## src/rtl/divider_sequencer.sv

```systemverilog
// ---------------------------------------------------------------------------
// divider_sequencer
//
// Run-time controller for the board clock divider. A divide ratio arrives on
// a valid/ready config port. The block produces a registered clock with a
// 50% duty cycle. It starts and stops that clock cleanly on period boundaries,
// and it can emit a counted burst of N periods before returning to idle.
//
// Ports
//   input_clk_i   system clock, all logic on the rising edge
//   input_rst_i   synchronous active-high reset
//   cfg_valid_i   config offer
//   cfg_ready_o   config accepted when cfg_valid_i && cfg_ready_o
//   cfg_half_i    cycles per output phase (0 is stored as 1)
//   cfg_count_i   periods per run (0 = free-run until stop)
//   start_i       one-cycle request to begin a run (idle only)
//   stop_i        one-cycle request to end a run at the next period boundary
//   output_clk_o  divided clock, registered
//   tick_o        one-cycle pulse in the cycle output_clk_o first reads 1
//   busy_o        high whenever the sequencer is not idle
//   done_o        one-cycle pulse in the cycle the sequencer returns to idle
// ---------------------------------------------------------------------------
module divider_sequencer #(
  parameter int unsigned WIDTH        = 25,
  parameter int unsigned CNT_W        = 16,
  parameter int unsigned DEFAULT_HALF = 25000000
) (
  input  logic             input_clk_i,
  input  logic             input_rst_i,
  input  logic             cfg_valid_i,
  output logic             cfg_ready_o,
  input  logic [WIDTH-1:0] cfg_half_i,
  input  logic [CNT_W-1:0] cfg_count_i,
  input  logic             start_i,
  input  logic             stop_i,
  output logic             output_clk_o,
  output logic             tick_o,
  output logic             busy_o,
  output logic             done_o
);

  typedef enum logic [1:0] {
    IDLE  = 2'd0,
    RUN   = 2'd1,
    DRAIN = 2'd2
  } state_e;

  localparam logic [WIDTH-1:0] HalfOne     = WIDTH'(1);
  localparam logic [WIDTH-1:0] HalfDefault = WIDTH'(DEFAULT_HALF);
  localparam logic [CNT_W-1:0] CountOne    = CNT_W'(1);

  state_e             state_q, state_d;
  logic [WIDTH-1:0]   cnt_q, cnt_d;
  logic [WIDTH-1:0]   half_q, half_d;
  logic [CNT_W-1:0]   count_q, count_d;
  logic [CNT_W-1:0]   remaining_q, remaining_d;
  logic               shadowValid_q, shadowValid_d;
  logic [WIDTH-1:0]   shadowHalf_q, shadowHalf_d;
  logic [CNT_W-1:0]   shadowCount_q, shadowCount_d;
  logic               outClk_q, outClk_d;
  logic               tick_q, tick_d;
  logic               done_q, done_d;

  logic               cfgAccept;
  logic [WIDTH-1:0]   cfgHalfSan;
  logic               phaseEnd;
  logic               isFall;
  logic               burstEnd;
  logic               goIdle;

  // The shadow only ever fills while running, so readiness is simply
  // "shadow empty"; in idle the config goes straight to the live registers.
  assign cfg_ready_o = !shadowValid_q;
  assign cfgAccept   = cfg_valid_i && cfg_ready_o;

  // A zero half-period would never match the phase compare, so treat it as 1.
  assign cfgHalfSan  = (cfg_half_i == '0) ? HalfOne : cfg_half_i;

  // A fall is the phase-end toggle taken while the output is high; it closes
  // one full period and is the only point where the run may end or reconfigure.
  assign phaseEnd    = (cnt_q == half_q - HalfOne);
  assign isFall      = (state_q != IDLE) && phaseEnd && outClk_q;
  assign burstEnd    = (count_q != '0) && (remaining_q == CountOne);
  assign goIdle      = isFall && ((state_q == DRAIN) || stop_i || burstEnd);

  // Next-state and datapath logic. Everything holds by default; idle only
  // takes config and start, while RUN/DRAIN divide and act on falls.
  // A config accepted on the very fall that ends the run is committed
  // directly, otherwise it would be stranded in the shadow while idle.
  always_comb begin
    state_d       = state_q;
    cnt_d         = cnt_q;
    half_d        = half_q;
    count_d       = count_q;
    remaining_d   = remaining_q;
    shadowValid_d = shadowValid_q;
    shadowHalf_d  = shadowHalf_q;
    shadowCount_d = shadowCount_q;
    outClk_d      = outClk_q;
    tick_d        = 1'b0;
    done_d        = 1'b0;

    case (state_q)
      IDLE: begin
        if (cfgAccept) begin
          half_d  = cfgHalfSan;
          count_d = cfg_count_i;
        end
        if (start_i) begin
          state_d     = RUN;
          cnt_d       = '0;
          outClk_d    = 1'b0;
          remaining_d = cfgAccept ? cfg_count_i : count_q;
        end
      end

      RUN, DRAIN: begin
        cnt_d = cnt_q + HalfOne;
        if (cfgAccept) begin
          shadowValid_d = 1'b1;
          shadowHalf_d  = cfgHalfSan;
          shadowCount_d = cfg_count_i;
        end
        if (phaseEnd) begin
          cnt_d    = '0;
          outClk_d = !outClk_q;
          tick_d   = !outClk_q;
        end
        if (isFall) begin
          if (count_q != '0) begin
            remaining_d = remaining_q - CountOne;
          end
          if (shadowValid_q) begin
            half_d        = shadowHalf_q;
            count_d       = shadowCount_q;
            shadowValid_d = 1'b0;
          end else if (cfgAccept && goIdle) begin
            half_d        = cfgHalfSan;
            count_d       = cfg_count_i;
            shadowValid_d = 1'b0;
          end
          if (goIdle) begin
            state_d  = IDLE;
            outClk_d = 1'b0;
            done_d   = 1'b1;
          end
        end else if ((state_q == RUN) && stop_i) begin
          state_d = DRAIN;
        end
      end

      default: begin
        state_d = IDLE;
      end
    endcase
  end

  // State register with synchronous reset; reset discards any pending
  // shadow config and deliberately produces no done pulse.
  always_ff @(posedge input_clk_i) begin
    if (input_rst_i) begin
      state_q       <= IDLE;
      cnt_q         <= '0;
      half_q        <= HalfDefault;
      count_q       <= '0;
      remaining_q   <= '0;
      shadowValid_q <= 1'b0;
      shadowHalf_q  <= '0;
      shadowCount_q <= '0;
      outClk_q      <= 1'b0;
      tick_q        <= 1'b0;
      done_q        <= 1'b0;
    end else begin
      state_q       <= state_d;
      cnt_q         <= cnt_d;
      half_q        <= half_d;
      count_q       <= count_d;
      remaining_q   <= remaining_d;
      shadowValid_q <= shadowValid_d;
      shadowHalf_q  <= shadowHalf_d;
      shadowCount_q <= shadowCount_d;
      outClk_q      <= outClk_d;
      tick_q        <= tick_d;
      done_q        <= done_d;
    end
  end

  assign output_clk_o = outClk_q;
  assign tick_o       = tick_q;
  assign done_o       = done_q;
  assign busy_o       = (state_q != IDLE);

endmodule

```

## config.mk

```make
export PLATFORM = sky130hd
export DESIGN_NAME = divider_sequencer
export DESIGN_NICKNAME = d
export VERILOG_FILES = /design/src/rtl/divider_sequencer.sv
export SDC_FILE = /design/constraint.sdc
export NUM_CORES = 1
export LEC_CHECK = 0
export ABC_AREA = 1
export CAP_MARGIN = 20
export CORE_MARGIN = 2
export CORE_UTILIZATION = 60
export CTS_CLUSTER_DIAMETER = 80
export CTS_CLUSTER_SIZE = 24
export DETAILED_ROUTE_END_ITERATION = 10
export GPL_ROUTABILITY_DRIVEN = 1
export PLACE_DENSITY = 0.83
export SETUP_SLACK_MARGIN = 0.4
export SYNTH_ARGS = -nofsm -noshare
export SYNTH_HDL_FRONTEND = slang
export SYNTH_SLANG_ARGS = --single-unit
```

## constraint.sdc

```tcl
create_clock -name input_clk_i -period 2.75 [get_ports input_clk_i]
set_input_delay 0.275 -clock input_clk_i [delete_from_list [all_inputs] [get_ports input_clk_i]]
set_output_delay 0.275 -clock input_clk_i [all_outputs]
set_load 0.05 [all_outputs]
```

# == Word-level counts from Yosys, hierarchy flattened ==
# Index checks and enable logic that the tools add are counted.
# totals
output_inout_bits,5
inputBits,46
regBits,129
word_cells,86
# op_classes
n_reduce_logical,25
eq_ne,11
addsub,3
bitwise_logic,3
mux,33
# ops
op,count
2-to-1 mux 25 bit,7
2-to-1 mux 16 bit,7
one-hot mux 25 bit (2 select lines),2
one-hot mux 16 bit (2 select lines),2
"adder 25 x 1 -> 25 bit, second input constant",1
== test 25 bit,1
zero test 25 bit,1
"subtractor 25 x 1 -> 25 bit, second input constant",1
"== test 16 x 1 -> 1 bit, second input constant",1
nonzero test 16 bit,1
"subtractor 16 x 1 -> 16 bit, second input constant",1
2-to-1 mux 1 bit,9
"inequality test 3 bit, second input constant",3
2-to-1 mux 2 bit,4
"inequality test 2 bit, second input constant",4
AND reduction 4 bit,2
logical AND 1 bit,7
AND reduction 3 bit,2
OR reduction 3 bit,2
one-hot mux 2 bit (2 select lines),1
AND reduction 2 bit,2
nonzero test 2 bit,2
inverter 1 bit,3
"== test 2 x 1 -> 1 bit, second input constant",1
6 further kinds,8

# == Longest topological paths before layout ==
# Gate-level depths: netlist of run 1.
# logic_depth
ltp_word,10
mapped_depth,20
depth_no_buf,19

# == Worst setup path before layout of run 1 ==
# OpenSTA, ideal clock, no wires.
# synth_path
kind,input port to flip-flop
startpoint,input half_q[0]
endpoint,register count_q[10]
path_stages,17
required_time_ns,2.625
setup_ns,0.125
slack_ns,0.410
t_arrival_ns,2.215
n_path_buf,2
cell_sequence,dfxtp_1 > inv_2 > ha_1 > nand3_4 > nor2_8 > nand2_4 > inv_2 > nand2_2 > nor2_2 > xor2_2 > nand4_2 > nand2_2 > buf_6 > nand3_4 > inv_2 > buf_6 > a21oi_2
# synth_via
elab_chain_cells,8
word_cells_on_any_way,9
classes_between,add/sub: 1; eq/ne: 3; reduce/logical: 5
# synth_lines
element,line_no,text
start: declaration,54,"logic [WIDTH-1:0] half_q, half_d;"
subtractor 25 x 1 -> 25 bit (*),81,assign phaseEnd = (cnt_q == half_q - HalfOne);
== test 25 bit (*),81,
logical AND 1 bit (*) (2 in series),82,assign isFall = (state_q != IDLE) && phaseEnd && outClk_q;
logical AND 1 bit,84,assign goIdle = isFall && ((state_q == DRAIN) || stop_i || burstEnd);
logical AND 1 bit,137,end else if (cfgAccept && goIdle) begin
inequality test 3 bit (no source line),--,
AND reduction 3 bit (no source line) (*),--,
end signal: assignment,177,count_q <= count_d;
end: declaration,55,"logic [CNT_W-1:0] count_q, count_d;"
# Mark *: on every way between the ends. The rest lies on a longest branch, timed or not.
# A chain may end at the register's enable or synchronous reset.

# == Worst setup path in the final report of run 1 ==
# layout_path
startpoint,input half_q[13]
endpoint,register half_q[0]
# layout_via
elab_chain_cells,8
word_cells_on_any_way,9
classes_between,add/sub: 1; eq/ne: 3; reduce/logical: 5
# layout_lines
element,line_no
subtractor 25 x 1 -> 25 bit (*),81
== test 25 bit (*),81
logical AND 1 bit (*) (2 in series),82
logical AND 1 bit,84
logical AND 1 bit,137
inequality test 3 bit (no source line),--
AND reduction 4 bit (no source line) (*),--
# Marks and branches as above.

==> metrics.txt, run 1 <==
vias in the first global route around 8000; starting DRC count in detailed routing between 700 and 800; CTS buffer count 17; unrepaired setup endpoints after global routing yes; Fillers about 950; initial antenna violation count 0; Syn Nets 1286; Max Freq 380 MHz; post-synth top area cell dfxtp_1; clock insertion delay at the later pin of the skew report ~0.43 ns; WP data required between 3 and 4 ns; Worst Reg-to-Reg Cells 15; fin crit period 2.63 ns; min-delay src input_rst_i; Synth area leaders dfxtp_1, nand2_1, a21oi_1; Worst Setup Start Kind register; diodes inserted 0; Syn Area/Cell ~6.5 sq um; crit-path max FO 6; Die ar. approximately 14000 sq um; Routed WL around 25000 microns; largest net degree at the start of global routing between 60 and 70; Crit Reg-Reg Startpoint half_q[13]; dpl ws 0.105 ns; Synth Instances roughly 1200; Primary FF master, synth dfxtp_1; TritonCTS clock tree yes; die height roughly 120 microns; Final Skew 0.00618 ns; status finished, final reports clean; DRC 0; WL/cell 16.9 microns; CP Data Arrival Time ~3.0 ns; CTS clock-pin slew for the worst setup and hold paths 0.06 ns; Overflow after GRT 0; fin crit share 0.957; GRT Overall Usage 0.328; Slew Limit Fails 0; core region area ~13000 sq um; fin util 0.783; DRT antenna net count 0; share of cells above drive strength 1 0.209; Crit. Startpoint half_q[13]; DP HPWL ~16000 microns; # setup viols final 0; Hold Path Cell Cnt 4; Clk Tree Root Cell clkbuf_16; most frequent cell after synthesis nand2_1; Area Overhead vs Synth 28.4%; I/O Buffers 50; Unique masters post-synth 45; Hold Path Class in2reg; worst-margin pin slew 0.689 ns; die width approximately 120 microns; Vias just under 9000; asr flop ratio synth 0; post-route worst setup slack 0.119 ns; Vias/cell roughly 5.9; Warnings, synthesis 0; area fraction of the dominant cell type after synthesis 0.321; std cell rows 42; relative slew slack 0.541; clk buf depth 2; leakage power around 4.3 nW; clk sinks ~130; number of synthesized flops with an enable pin 0; first-pass GRT wire length approximately 38000 microns; Hold-fix buffers, CTS 0; register area share after synthesis 0.321; Detailed Routing Iterations Pass 1 7; Hold Vio Cnt, Final 0; Max Cap Viol 0; post-synthesis register bit count about 130; setup total negative slack 0 ns; Placer Congestion 0.973; layout net count approximately 1400; Post-Syn Area approximately 8000 sq um; FF-to-FF setup slack between 0.1 and 0.15 ns; Initial Util 0.610; PwrDens 1330 nW/um^2; I/O pin count slightly above 50; H-tree Lvls 4; IR drop worst, VDD about 0.9 mV; Setup crit end kind register; top cells by count, synth nand2_1, inv_1, dfxtp_1, nor2_1, a21oi_1; Setup CP Type reg2reg
[sequential cells by signal, indices dropped and copies added, names as in the netlist, 2 cells and up]
signal,flops
cnt_q,25
half_q,25
shadowHalf_q,25
count_q,16
remaining_q,16
shadowCount_q,16
state_q,2
[stage by stage]
step / cells / cell area (sq um) / hold slack (ns) / power (mW)
after detailed placement: 1427 / 8730 / 0.441 / 9.09
after global placement: 1427 / 8730 / 0.433 / 8.94
final: 1488 / 10300 / 0.273 / 13.8
after floorplan: 1232 / 8050 / 0.418 / 7.55
after CTS: 1473 / 9610 / 0.227 / 11.9
after global routing: 1488 / 10300 / 0.307 / 14.6
[worst max-delay path: stages, from the launching register on]
cell and delay [ns]:
dfxtp_1 0.37, nor2_1 0.23, nand2_1 0.20, nor2_8 0.20, nand3b_1 0.09, nand2_1 0.11
nand2_1 0.06, nor2_1 0.10, nand2_1 0.11, nor2_4 0.13, nand4_4 0.17, nand2_8 0.13
nand3_4 0.18, buf_12 0.22, o21ai_2 0.15, nor2_1 0.06
[cell type report]
class                           instances  area (sq um)  area share
Inverter                              140           548      0.0530
Clock buffer                           18           439      0.0425
Multi-Input combinational cell        906          5250       0.508
Sequential cell                       129          2590       0.251
Tap cell                              176           220      0.0213
Timing Repair Buffer                  105          1120       0.109
Clock inverter                         14           164      0.0159
[per-layer routing]
metal	vias up	global-route usage	share of wire
met2	378	0.567	0.50
met1	4082	0.393	0.39
li1	4188	-	-
met5	-	0	0
met4	0	0.173	0.048
met3	100	0.0499	0.061
[timing repair]
action	CTS	global route
buffers inserted	12	7
pin swaps	11	31
endpoints found under the setup margin	87	88
gates cloned	2	8
resized for setup	40	158
[worst paths after layout]
check,endpoint
max,half_q[0]
min,remaining_q[6]
min reg2reg,shadowHalf_q[24]
max reg2reg,half_q[0]
[cell families after synthesis]
group                      after synthesis  synth area share
xor gates and xnor gates                32            0.0358
DFF                                    129             0.321
adders and majority gates                8            0.0124
and+or+nand+nor                        598             0.335
buffers and inverters                  197            0.0982
AOI/OAI and AO/OA                      268             0.198
[power by group]
part / switching [mW] / internal, mW / leakage (nW) / total [mW]
combinational: 5.29 / 3.23 / 2.95 / 8.52
sequential: 0.489 / 2.45 / 1.06 / 2.93
clock: 0.883 / 1.44 / 0.292 / 2.33
[cells in the final DEF (no fill, tap or decap), drive strengths merged, types with 22 or more instances in the layout]
cell type	n
nand2	333
inv	139
nor2	133
dfxtp	129
a21oi	121
o21ai	91
nand3	59
buf	52
clkdlybuf4s50	48
nand4	31
clkbuf	22
No activity file was read; power rests on OpenSTA's default activity.
==> run 2, diff against run 1 <==
--- a/config.mk
+++ b/config.mk
@@ -13,7 +13,7 @@
 export CTS_CLUSTER_SIZE = 24
 export DETAILED_ROUTE_END_ITERATION = 10
 export GPL_ROUTABILITY_DRIVEN = 1
-export PLACE_DENSITY = 0.83
+export PLACE_DENSITY = 0.81
 export SETUP_SLACK_MARGIN = 0.4
 export SYNTH_ARGS = -nofsm -noshare
 export SYNTH_HDL_FRONTEND = slang
==> metrics.txt, run 2 (synthesized netlist as in run 1, its figures left out) <==
largest net degree at the start of global routing 63 (-3.1%); clk sinks 129 (unchanged); first-pass GRT wire length 38800 microns (+2.3%); Detailed Routing Iterations Pass 1 7 (unchanged); clock insertion delay at the later pin of the skew report 0.43 ns (about the same); Met1 Wirelength 9890 microns (+0.43%); Int Pwr 7.62 mW (+7.0%); Comb pwr share 0.616 (-0.002); slowest CP cell dfxtp_1; DP HPWL 15700 microns (-0.66%); most frequent cells in the layout nand2_1, inv_1, dfxtp_1; setup total negative slack 0 ns (unchanged); die width 120 microns (unchanged); leakage power 4.34 nW (+0.89%); CP Data Arrival Time 3.02 ns (+0.07 ns); dpl ws 0.0919 ns (-0.0132 ns); fin crit period 2.66 ns (+0.0279 ns); PwrDens 1370 nW/um^2 (+2.9%); Slew Limit Fails 0 (unchanged); Die ar. 14400 sq um (unchanged); core region area 13200 sq um (unchanged); DRT antenna net count 0 (unchanged); Hold Path Class in2reg; initial antenna violation count 0 (unchanged); worst-margin pin slew 0.735 ns (+0.0457 ns); Setup crit end kind register; top sig layer met4; GRT Overall Usage 0.336 (+0.00806); Setup CP Type reg2reg; WL/cell 17.2 microns (+2.1%); Hold-fix buffers, CTS 0 (unchanged); commonest non-fill, non-tap cell in the layout nand2_1; clk buf depth 2 (unchanged); Clk Tree Root Cell clkbuf_16; Hold Vio Cnt, Final 0 (unchanged); P_sw 6.70 mW (+0.55%); met3 wire len 1860 microns (+20%); max incr delay on CP 0.40 ns (+0.03 ns); std cell rows 42 (unchanged); DRC 0 (unchanged); Clock Power Share 0.177 (+0.008); Placer Congestion 0.978 (+0.53%); I/O pin count 51 (unchanged); Final Skew 0.00674 ns (+0.000557 ns); Vias 8911 (+1.9%); WL met2 12400 microns (-0.88%); hold_ws 0.356 ns (+0.0823 ns); post-route worst setup slack 0.0912 ns (-0.0279 ns); CTS buffer count 17 (unchanged); I/O Buffers 50 (unchanged); unrepaired setup endpoints after global routing yes; Most common cell on crit path nand2_1; fin crit share 0.967 (+0.0101); Initial Util 0.610 (unchanged); CTS clock-pin slew for the worst setup and hold paths 0.06 ns (about the same); IR drop worst, VDD 0.917 mV (+3.7%); H-tree Lvls 4 (unchanged); Top Registers cnt_q x25, half_q x25, shadowHalf_q x25; layout net count 1362 (+0.67%); Max Cap Viol 0 (unchanged); TritonCTS clock tree yes; status finished, final reports clean; Worst Setup Start Kind register; share of cells above drive strength 1 0.217 (+0.00842); worst path cell trace nor2_1, nand2_1, nor2_8, nand3b_1, nand2_1, nand2_1, nor2_1, nand2_1, nor2_4, nand4_4, nand2_4, nand3_4, buf_12, buf_16, nand2_2, nand2_1, nor2_1; Overflow after GRT 0 (unchanged); Sequential Power Share 0.207 (-0.006); crit-path max FO 6 (unchanged); Net Sw Frac 0.468 (-0.0156); vias in the first global route 8191 (+2.5%); # setup viols final 0 (unchanged); Vias/cell 5.95 (+1.3%); Routed WL 25800 microns (+2.7%); Area Overhead vs Synth 29.7%; diodes inserted 0 (unchanged); starting DRC count in detailed routing 833 (+13%); die height 120 microns (unchanged); Max Freq 376 MHz (-1.0%); WP data required 3.11 ns (+0.04 ns); relative slew slack 0.510 (-0.0304)
-- run 2: cell count changes in the layout (fill, tap and decap cells not counted), moves of 4 or more --
cell	change
buf_16	+4
buf_4	+5
nand2_2	+7
nand2_4	-6
nand3_2	+6
nor2_2	+4
o21ai_2	-5
-- run 2: worst paths after layout --
path                   start               to  slack, ns  depth (start not counted)
max reg2reg       half_q[14]        half_q[7]       0.09                         17
min              input_rst_i       half_q[11]       0.36                          3
max               half_q[14]        half_q[7]       0.09                         17
min reg2reg  shadowHalf_q[7]  shadowHalf_q[7]       0.46                          2
-- run 2: power by group through the flow --
stage | Clock [mW] | Sequential (mW) | Combinational (mW)
floorplan | 0 | 2.78 | 4.77
global placement | 0 | 2.89 | 6.02
detailed placement | 0 | 2.90 | 6.13
CTS | 2.53 | 2.89 | 7.48
global route | 2.61 | 3.01 | 9.49
finish | 2.53 | 2.97 | 8.81
-- run 2: metal layers --
metal,up-vias,track usage
li1,4189,-
met1,4103,0.397
met2,492,0.561
met3,127,0.0661
met4,0,0.209
met5,-,0
-- run 2: final cells by class --
class / instances / area (sq um)
Sequential cell: 129 / 2600
Inverter: 140 / 543
Fill cell: 902 / 2750
Multi-Input combinational cell: 906 / 5150
Timing Repair inverter: 1 / 11.3
Clock inverter: 13 / 206
Tap cell: 176 / 220
Timing Repair Buffer: 113 / 1260
Clock buffer: 19 / 443
-- run 2: through the flow --
step	power (mW)	utilization	cell area (sq um)	instances
4_1_cts	12.9	0.747	9850	1484
3_3_place_gp	8.91	0.661	8720	1424
6_report	14.3	0.791	10400	1497
3_5_place_dp	9.03	0.661	8720	1424
5_1_grt	15.1	0.791	10400	1497
2_1_floorplan	7.55	-	8050	1232
-- run 2: repair_timing --
item                       in CTS  in global routing
setup buffers                  22                  9
hold endpoints to repair        0                  0
pin swaps                      12                 30
setup endpoints to repair      84                 88
resized for setup              59                133
gates cloned                    6                  4
-- run 2: worst max-delay path, delay by kind of cell (launching register included) --
family / cells / cell delay (ns)
buffers and inverters: 2 / 0.33
DFF: 1 / 0.40
and+or+nand+nor: 15 / 1.87
==> run 3, diff against run 2 <==
--- a/config.mk
+++ b/config.mk
@@ -15,6 +15,7 @@
 export GPL_ROUTABILITY_DRIVEN = 1
 export PLACE_DENSITY = 0.81
 export SETUP_SLACK_MARGIN = 0.4
+export SKIP_CTS_REPAIR_TIMING = 1
 export SYNTH_ARGS = -nofsm -noshare
 export SYNTH_HDL_FRONTEND = slang
 export SYNTH_SLANG_ARGS = --single-unit
==> constraint.sdc (replaced) <==
create_clock -name input_clk_i -period 2.75 [get_ports input_clk_i]
set_input_delay 0.275 -clock input_clk_i [delete_from_list [all_inputs] [get_ports input_clk_i]]
set_output_delay 0.275 -clock input_clk_i [all_outputs]
set_load 0.02 [all_outputs]
==> metrics.txt, run 3 (synthesized netlist as in run 1, its figures left out) <==
status finished, final reports clean; Routed WL 24400 microns (-5.5%); Clk Tree Root Cell clkbuf_16; clk sinks 129 (unchanged); Worst Hold End half_q[0]; die width 120 microns (unchanged); Die ar. 14400 sq um (unchanged); Net Sw Frac 0.468 (about the same); starting DRC count in detailed routing 725 (-13%); fin crit period 2.60 ns (-0.0591 ns); DRC 0 (unchanged); Top Registers cnt_q x25, half_q x25, shadowHalf_q x25; P_sw 6.29 mW (-6.1%); relative slew slack 0.567 (+0.0568); min-delay src input_rst_i; power consumption 13.4 mW (-6.2%); worst path cell trace inv_4, ha_4, nand3_4, nor2_4, nand2_2, o21bai_1, nand2_1, nor2_1, nand2_1, nor2_4, nand4_4, nand2_8, nand3_4, clkbuf_16, o21ai_1, nor2_1; Worst Reg-to-Reg Cells 16 (-1); share of cells above drive strength 1 0.181 (-0.0367); Worst Setup Start Kind register; I/O Buffers 50 (unchanged); H-tree Lvls 4 (unchanged); std cell rows 42 (unchanged); Int Pwr 7.14 mW (-6.2%); DRT antenna net count 0 (unchanged); Hold Path Cell Cnt 4 (+1); WL/cell 16.5 microns (-4.6%); fin util 0.766 (-0.0254); die height 120 microns (unchanged); Setup crit end kind register; Fillers 1003 (+11%); clock insertion delay at the later pin of the skew report 0.43 ns (about the same); Sequential Power Share 0.217 (+0.010); CP Buf/Inv Count 2 (unchanged); Vias/cell 5.80 (-2.6%); worst-margin pin slew 0.645 ns (-0.0902 ns); WP data required 3.03 ns (-0.08 ns); Vias 8600 (-3.5%); Crit Reg-Reg Startpoint half_q[0]; setup total negative slack 0 ns (unchanged); DP HPWL 15700 microns (unchanged); Max Cap Viol 0 (unchanged); unrepaired setup endpoints after global routing yes; crit-path max FO 8 (+2); fin crit share 0.945 (-0.0215); delay-heaviest family, CP simple AND/OR/NAND/NOR gates; Max Freq 385 MHz (+2.3%); I/O pin count 51 (unchanged); dpl cell area 8720 sq um (unchanged); Setup CP Type reg2reg; Slew Limit Fails 0 (unchanged); Overflow after GRT 0 (unchanged); most frequent cells in the layout nand2_1, inv_1, dfxtp_1; max incr delay on CP 0.34 ns (-0.06 ns); Placer Congestion 0.978 (unchanged); initial antenna violation count 0 (unchanged); TritonCTS clock tree yes; Clock Power Share 0.188 (+0.011); Final Skew 0.00978 ns (+0.00304 ns); slowest CP cell dfxtp_2; Finished Cell Area 10100 sq um (-3.2%); CTS clock-pin slew for the worst setup and hold paths 0.06 ns (about the same); Initial Util 0.610 (unchanged); leakage power 4.22 nW (-2.8%); Hold Vio Cnt, Final 0 (unchanged); R2R Path End half_q[3]; hold_ws 0.372 ns (+0.0161 ns); largest net degree at the start of global routing 63 (unchanged); # setup viols final 0 (unchanged); IR drop worst, VDD 0.805 mV (-12%); Detailed Routing Iterations Pass 1 8 (+1); core region area 13200 sq um (unchanged); vias in the first global route 7751 (-5.4%); CP Data Arrival Time 2.88 ns (-0.14 ns); CTS buffer count 17 (unchanged); FF-to-FF setup slack 0.15 ns (+0.06 ns); GRT Overall Usage 0.317 (-0.0190); clk buf depth 2 (unchanged); Hold Path Class in2reg; diodes inserted 0 (unchanged); PwrDens 1330 nW/um^2 (-3.1%); layout net count 1348 (-1.0%); Comb pwr share 0.595 (-0.021); Area Overhead vs Synth 25.5%; first-pass GRT wire length 36700 microns (-5.5%); commonest non-fill, non-tap cell in the layout nand2_1
[run 3: power groups by stage]
stage                     clock [mW]  combinational, mW  sequential, mW
after floorplan                    0               4.73            2.78
after global placement             0               5.98            2.89
after detailed placement           0               6.09            2.90
after CTS                       2.53               6.16            2.87
after global routing            2.62               8.69            2.96
final                           2.53               7.99            2.91
[run 3: final cells by class]
class,instances,area (sq um),share of cell area
clock buffer,19,443,0.0438
clock inverter,13,206,0.0204
inverter,140,546,0.0540
multi-input combinational,907,5040,0.499
sequential,129,2590,0.257
tap,176,220,0.0218
timing repair buffer,99,1050,0.104
[run 3: worst max path at each step]
| stage | startpoint | end | slack, ns | cells after the start |
|---|---|---|---|---|
| after floorplan | half_q[0] | count_q[10] | 0.41 | 16 |
| after global placement | half_q[0] | half_q[13] | 0.15 | 16 |
| after detailed placement | half_q[0] | remaining_q[12] | 0.09 | 16 |
| after CTS | half_q[0] | remaining_q[9] | 0.03 | 16 |
| after global routing | half_q[6] | half_q[3] | -0.01 | 18 |
| final | half_q[0] | half_q[3] | 0.15 | 16 |
[run 3: routing by layer]
layer | up-vias | GRT usage | wire length (microns)
met4 | 0 | 0.160 | 1250
li1 | 4169 | - | -
met5 | - | 0 | 0
met2 | 403 | 0.542 | 11800
met3 | 88 | 0.0608 | 1690
met1 | 3940 | 0.379 | 9680
[run 3: tightest hold or removal path: cells and delay by family]
family | cells | cell delay [ns]
AOI/OAI and AO/OA | 1 | 0.12
and+or+nand+nor | 1 | 0.04
buffers and inverters | 2 | 0.31
[run 3: stage by stage]
stage                     worst slack [ns]  instances
after floorplan                      0.410       1232
after global routing               -0.0134       1483
after detailed placement            0.0919       1424
final                                0.150       1483
after global placement               0.151       1424
after CTS                           0.0333       1456
